**src/rtl/ucsbece154a_imem_encoder.sv**
```systemverilog
// Encodes symbolic RV32I requests (lw/sw/R/beq/I-ALU/jal/lui) and writes them to sequential imem words.
// Three cycles per word (IDLE->ENC->WR), ready_o low in ENC/WR and while full; illegal requests only set error_o.
module ucsbece154a_imem_encoder #(
  parameter int unsigned ADDR_W    = 6,
  parameter int unsigned BASE_ADDR = 0
) (
  input  logic              clk,
  input  logic              reset,
  input  logic              valid_i,
  output logic              ready_o,
  input  logic [2:0]        kind_i,
  input  logic [2:0]        alu_i,
  input  logic [4:0]        rd_i,
  input  logic [4:0]        rs1_i,
  input  logic [4:0]        rs2_i,
  input  logic [31:0]       imm_i,
  input  logic              clear_i,
  output logic              we_o,
  output logic [ADDR_W-1:0] waddr_o,
  output logic [31:0]       wdata_o,
  output logic [ADDR_W:0]   count_o,
  output logic              full_o,
  output logic              error_o
);

  localparam logic [ADDR_W-1:0] BASE = BASE_ADDR[ADDR_W-1:0];
  localparam logic [ADDR_W:0]   CAP  = {1'b1, {ADDR_W{1'b0}}};

  localparam logic [2:0] K_LW   = 3'd0;
  localparam logic [2:0] K_SW   = 3'd1;
  localparam logic [2:0] K_R    = 3'd2;
  localparam logic [2:0] K_BEQ  = 3'd3;
  localparam logic [2:0] K_IALU = 3'd4;
  localparam logic [2:0] K_JAL  = 3'd5;
  localparam logic [2:0] K_LUI  = 3'd6;

  localparam logic [2:0] A_ADD = 3'd0;
  localparam logic [2:0] A_SUB = 3'd1;
  localparam logic [2:0] A_AND = 3'd2;
  localparam logic [2:0] A_OR  = 3'd3;
  localparam logic [2:0] A_SLT = 3'd5;

  localparam logic [6:0] OP_LW   = 7'b0000011;
  localparam logic [6:0] OP_SW   = 7'b0100011;
  localparam logic [6:0] OP_R    = 7'b0110011;
  localparam logic [6:0] OP_IALU = 7'b0010011;
  localparam logic [6:0] OP_BEQ  = 7'b1100011;
  localparam logic [6:0] OP_JAL  = 7'b1101111;
  localparam logic [6:0] OP_LUI  = 7'b0110111;

  typedef struct packed {
    logic [2:0]  kind;
    logic [2:0]  alu;
    logic [4:0]  rd;
    logic [4:0]  rs1;
    logic [4:0]  rs2;
    logic [31:0] imm;
  } req_t;

  typedef enum logic [1:0] {S_IDLE, S_ENC, S_WR} state_t;

  state_t      state, state_n;
  req_t        req;
  logic        take;
  logic        do_clear;
  logic [2:0]  alu_f3;
  logic        alu_ok;
  logic [6:0]  r_f7;
  logic [31:0] enc_word;
  logic        illegal;

  assign full_o = (count_o == CAP);

  // ALU op to funct3; unsupported codes flag the request illegal for R/I-ALU
  always_comb begin
    alu_f3 = 3'b000;
    alu_ok = 1'b1;
    case (req.alu)
      A_ADD, A_SUB: alu_f3 = 3'b000;
      A_AND:        alu_f3 = 3'b111;
      A_OR:         alu_f3 = 3'b110;
      A_SLT:        alu_f3 = 3'b010;
      default:      alu_ok = 1'b0;
    endcase
    r_f7 = (req.alu == A_SUB) ? 7'b0100000 : 7'b0000000;
  end

  always_comb begin
    enc_word = 32'h0;
    illegal  = 1'b0;
    case (req.kind)
      K_LW:   enc_word = {req.imm[11:0], req.rs1, 3'b010, req.rd, OP_LW};
      K_SW:   enc_word = {req.imm[11:5], req.rs2, req.rs1, 3'b010, req.imm[4:0], OP_SW};
      K_R: begin
        enc_word = {r_f7, req.rs2, req.rs1, alu_f3, req.rd, OP_R};
        illegal  = ~alu_ok;
      end
      K_BEQ: begin
        enc_word = {req.imm[12], req.imm[10:5], req.rs2, req.rs1, 3'b000,
                    req.imm[4:1], req.imm[11], OP_BEQ};
        illegal  = req.imm[0];
      end
      K_IALU: begin
        enc_word = {req.imm[11:0], req.rs1, alu_f3, req.rd, OP_IALU};
        illegal  = ~alu_ok | (req.alu == A_SUB);
      end
      K_JAL: begin
        enc_word = {req.imm[20], req.imm[10:1], req.imm[11], req.imm[19:12], req.rd, OP_JAL};
        illegal  = req.imm[0];
      end
      K_LUI:   enc_word = {req.imm[31:12], req.rd, OP_LUI};
      default: illegal  = 1'b1;
    endcase
  end

  always_comb begin
    state_n  = state;
    ready_o  = 1'b0;
    we_o     = 1'b0;
    take     = 1'b0;
    do_clear = 1'b0;
    case (state)
      S_IDLE: begin
        ready_o = ~full_o;
        // clear wins over a simultaneous request; nothing is accepted that cycle
        if (clear_i) begin
          do_clear = 1'b1;
        end else if (valid_i && !full_o) begin
          take    = 1'b1;
          state_n = S_ENC;
        end
      end
      S_ENC:   state_n = illegal ? S_IDLE : S_WR;
      S_WR: begin
        we_o    = 1'b1;
        state_n = S_IDLE;
      end
      default: state_n = S_IDLE;
    endcase
  end

  always_ff @(posedge clk or posedge reset) begin
    if (reset) begin
      state   <= S_IDLE;
      req     <= '0;
      wdata_o <= 32'h0;
      waddr_o <= BASE;
      count_o <= '0;
      error_o <= 1'b0;
    end else begin
      state <= state_n;
      if (take) begin
        req <= '{kind: kind_i, alu: alu_i, rd: rd_i, rs1: rs1_i, rs2: rs2_i, imm: imm_i};
      end
      if (state == S_ENC) begin
        if (illegal) begin
          error_o <= 1'b1;
        end else begin
          wdata_o <= enc_word;
        end
      end
      if (state == S_WR) begin
        waddr_o <= waddr_o + 1'b1;
        count_o <= count_o + 1'b1;
      end
      if (do_clear) begin
        waddr_o <= BASE;
        count_o <= '0;
        error_o <= 1'b0;
      end
    end
  end

endmodule

```
**config.mk**
```make
export PLATFORM = sky130hd
export DESIGN_NAME = ucsbece154a_imem_encoder
export DESIGN_NICKNAME = d
export VERILOG_FILES = /design/src/rtl/ucsbece154a_imem_encoder.sv
export SDC_FILE = /design/constraint.sdc
export NUM_CORES = 1
export LEC_CHECK = 0
export ABC_AREA = 1
export BUFFER_PORTS_ARGS = -buffer_cell sky130_fd_sc_hd__buf_2
export CAP_MARGIN = 25
export CORE_ASPECT_RATIO = 1.1
export CORE_MARGIN = 5
export CORE_UTILIZATION = 58
export CTS_CLUSTER_SIZE = 40
export DETAILED_ROUTE_END_ITERATION = 8
export GPL_TIMING_DRIVEN = 1
export PLACE_DENSITY_LB_ADDON = 0.05
export SYNTH_ARGS = -nofsm -noshare
export SYNTH_HDL_FRONTEND = slang
export SYNTH_SLANG_ARGS = --single-unit
```
**constraint.sdc**
```tcl
create_clock -name clk -period 5 [get_ports clk]
set_input_delay 0.75 -clock clk [delete_from_list [all_inputs] [get_ports clk]]
set_output_delay 0.75 -clock clk [all_outputs]
set_load 0.01 [all_outputs]
```
# After elaboration in Yosys (flattened, before gate mapping)
# Cells that the tools add are included.
# W data, S select, Z words.
# classes
eq_ne	15
mux	23
n_bitwise	4
reduce_logical	14
n_addsub	2
# ops
cell	n
$pmux W32 S7	1
$mux W6	3
$mux W7	2
$eq A3 B2 Y1 const B	4
$eq A3 B3 Y1 const B	4
$mux W1	11
$pmux W3 S3	1
$add A7 B1 Y7 const B	1
$eq A7 B7 Y1 const B	1
$add A6 B1 Y6 const B	1
$eq A3 B1 Y1 const B	2
$logic_not A3 Y1	2
$mux W2	3
$reduce_and A2 Y1	3
$reduce_bool A2 Y1	3
$reduce_or A5 Y1	1
$ne A2 B2 Y1 const B	2
$pmux W1 S4	1
$pmux W2 S2	1
$not A1 Y1	3
$reduce_or A3 Y1	1
$eq A2 B1 Y1 const B	1
$eq A2 B2 Y1 const B	1
$logic_not A2 Y1	1
other kinds (4)	4
# totals
out_inout_bits	49
wordCells	69
input_bits	57
register_bits	101

# Longest topological paths before layout
# logic_depth
word_depth	9
depth_mapped	10
depth_no_buf	8

# Worst setup path after synthesis
# OpenSTA, ideal clock, no wires.
# synth_timing
kind	register to output
startpoint	reg count_o[0]
endpoint	out ready_o
arrival_ps	1143
stages_incl_launch_ff	7
required_time_ps	4250
path_buffers	0
setup_slack_ps	3107
path_cell_list	dfrtp_1 inv_1 ha_1 nand3_1 nand3b_1 inv_1 nor2_1
# synth_via
elab_chain_cells	3
# synth_rtl
item	line	rtl
start: declaration	21	output logic [ADDR_W:0] count_o,
start signal: assignment	164	count_o <= count_o + 1'b1;
$eq A7 B7 Y1	72	assign full_o = (count_o == CAP);
net full_o	22	output logic full_o,
$not A1 Y1	124	ready_o = ~full_o;
$mux W1	122	case (state)
end: declaration	10	output logic ready_o,
# The timed path passes the listed nets, and every way through them passes these cells.

# Final worst setup path
# layout_timing
startpoint	reg count_o[0]
endpoint	reg req[1] (netlist name)
# layout_via
elab_chain_cells	6
# layout_rtl
item	line	rtl
$eq A7 B7 Y1	72	
$logic_not A1 Y1	128	end else if (valid_i && !full_o) begin
$logic_and A1 B1 Y1	128	
$mux W1	128	
$mux W1	126	if (clear_i) begin
$mux W1	122	
end signal: assignment	153	req <= '{kind: kind_i, alu: alu_i, rd: rd_i, rs1: rs1_i, rs2: rs2_i, imm: imm_i};
end: declaration	63	req_t req;
# Every way passes these cells.
# A chain may end at the register's enable or synchronous reset.

==> impl_metrics.tcl <==
set metrics [dict create \
    finalCritPeriodShare_pct 48.6 \
    hold_violations 0 \
    worstPathArrival_ns 2.68 \
    drc_errors 0 \
    grt_first_pass_wirelength_um 18100 \
    dp_hpwl_um 7730 \
    die_x_um 95.5 \
    holdWs_ns 0.475 \
    utilization_pct 68.6 \
    synth-simple-area-share_pct 36.1 \
    powerDensity_nw_per_um2 446 \
    syn-cell-area_um2 4670 \
    gr-usage-all-layers_pct 22.8 \
    fillers 687 \
    irDropWorstVdd_uv 217 \
    pin_count 106 \
    synth_top_flop_cell "dfrtp_1" \
    clk_pin_slew_ns 0.10 \
    die-area_um2 9940 \
    nNetsFinal 749 \
    synthTopCellsByArea "dfrtp_1, nand2_1, nand3_1, inv_1, nor2_1" \
    rsz0062_at_grt "no" \
    period_needed_ns 2.43 \
    place_worst_setup_slack_ns 2.57 \
    outcome "complete, no violations" \
    die_height_um 104 \
    critPathLaunchType "flip-flop" \
    finalSetupViolCount 0 \
    synth_commonest_cells "nand2_1, dfrtp_1, nand3_1, inv_1, nor2_1" \
    drv_cap 0 \
    cts.path.max_buffers 2 \
    tritoncts.num_buffers 9 \
    grt_overflow 0 \
    viasPerCell 5.03 \
    rows 34 \
    wl_um 10700 \
    cts.sinks 100 \
    finish.instance_area_um2 5400 \
    synth_xor_area_share_pct 0.188 \
    htree_levels 3 \
    antennaDiodeCount 0 \
    initial_core_util_pct 59.3 \
    yosysMostFrequentCell "nand2_1" \
    fmax_mhz 411 \
    cts-root-buf "clkbuf_8" \
    yosysTopAreaCell "dfrtp_1" \
    synthArstFlopShare_pct 100 \
    postCtsSetupBuffers 0 \
    setup_ws_ns 2.57 \
    hp-class "reg2reg" \
    drive_above_1_share_pct 21.4 \
    core_area_um2 7870 \
    area_delta_synth_final_pct 15.7 \
    syn_nets 656 \
    slew_headroom_pct 43.6 \
    ys_ff_latch 100 \
    cts.repair.resized 0 \
    skew_ns 0.0108 \
    dr.pass1.iters 4 \
    drt-initial-drc-count 250 \
    yosysSeqAreaShare_pct 53.6 \
    instances_no_fill 801 \
    criticalPathCategory "reg2reg" \
    slew_violations 0 \
    tightest_slew_ns 0.844 \
    synth.top_cell.area_share_pct 53.6 \
    synth_mux_area_share_pct 0 \
    power_mw 2.41 \
    drtAntennaViolNets 0 \
    syn_inst 596 \
    cts_tree "built" \
    fin_setup_tns_ns 0 \
    place_inst 786 \
    port_buffers 105 \
    synth.distinct_cells 32 \
    syn_avg_cell_area_um2 7.83 \
    num_vias 4027 \
    wl_per_cell_um 13.4 \
    p_leak_nw 3.14 \
    hold_buffers 0 \
    placed_area_um2 5220 \
    grt_max_degree 56 \
    gp_congestion 0.858 \
    synth_top_family_by_area "simple AND/OR/NAND/NOR gates" \
    synth_warnings 0 \
    synth_fa_ha_area_share_pct 0.805 \
    antenna_found_initial 0 \
    cp-end-kind "flip-flop" \
    first_global_vias 3874 \
    required_ns 5.25 \
    synth_edf_count 0 \
    worstPathMaxFanout 54 \
    synth_compound_gate_area_share_pct 3.24 \
    clkLatencyLatePin_ns 0.36 \
]
-- per-layer routing --
layer	vias to the layer above	wire [um]	GRT usage [%]
li1	2041	-	-
met1	1876	4580	30.7
met2	94	5320	37.4
met3	16	571	3.04
met4	0	234	8.03
met5	-	0	0
-- placed cells by master (no fill, tap or decap), types with 4 or more instances in the layout --
| cell | count |
|---|---|
| nor2_1 | 19 |
| nand4_1 | 9 |
| clkbuf_8 | 11 |
| buf_2 | 105 |
| nor2_2 | 4 |
| nand2_2 | 4 |
| a21oi_1 | 4 |
| dfrtp_1 | 100 |
| nand2_1 | 312 |
| o21ai_0 | 6 |
| inv_1 | 24 |
| o21ai_1 | 10 |
| inv_2 | 7 |
| nand3_1 | 48 |
-- flip-flops by register name, summed over array words and instances (netlist names) --
register  flops
error_o       1
req          53
count_o       7
state         2
wdata_o      31
waddr_o       6
-- cells by family (layout without fill, tap and decap cells) --
family	after synthesis	after routing
XOR/XNOR	1	1
AND/OR/NAND/NOR	405	405
AO/OA/AOI/OAI	27	27
adder cells (fa/ha/maj)	3	3
flip-flops	100	100
buffers and inverters	60	157
-- critical path: stages, from the launching register on --
cell	delay, ns
dfrtp_1	0.43
inv_1	0.12
ha_1	0.16
nand3_1	0.08
nand3b_1	0.19
nand3_2	0.08
buf_4	0.46
inv_2	0.50
nand2_1	0.19
nand2_1	0.07
-- path summary, 6_finish.rpt --
path                        startpoint          end  slack, ns  cells past startpoint
max in group asynchronous        reset   waddr_o[0]       3.47                      3
setup / recovery            count_o[0]       req[1]       2.57                      9
hold reg to reg            wdata_o[16]  wdata_o[16]       0.48                      2
setup reg to reg            count_o[0]       req[1]       2.57                      9
hold / removal             wdata_o[16]  wdata_o[16]       0.48                      2
min in group asynchronous        reset      req[30]       0.49                      2
-- power by group --
group	switching (mW)	internal [mW]	leakage [nW]
sequential	0.169	1.02	1.28
clock	0.274	0.209	0.0920
combinational	0.456	0.276	1.77
total	0.900	1.51	3.14
-- cell type report --
cell class | instances | area (um^2) | area share (%)
well taps | 108 | 135 | 2.50
clock inverters | 4 | 33.8 | 0.626
inverters | 33 | 129 | 2.39
clock buffers | 11 | 151 | 2.80
flip-flops and latches | 100 | 2500 | 46.3
repair buffers | 109 | 563 | 10.4
multi-input cells | 436 | 1890 | 34.9
Note: power is estimated with default switching activity, not from simulation.
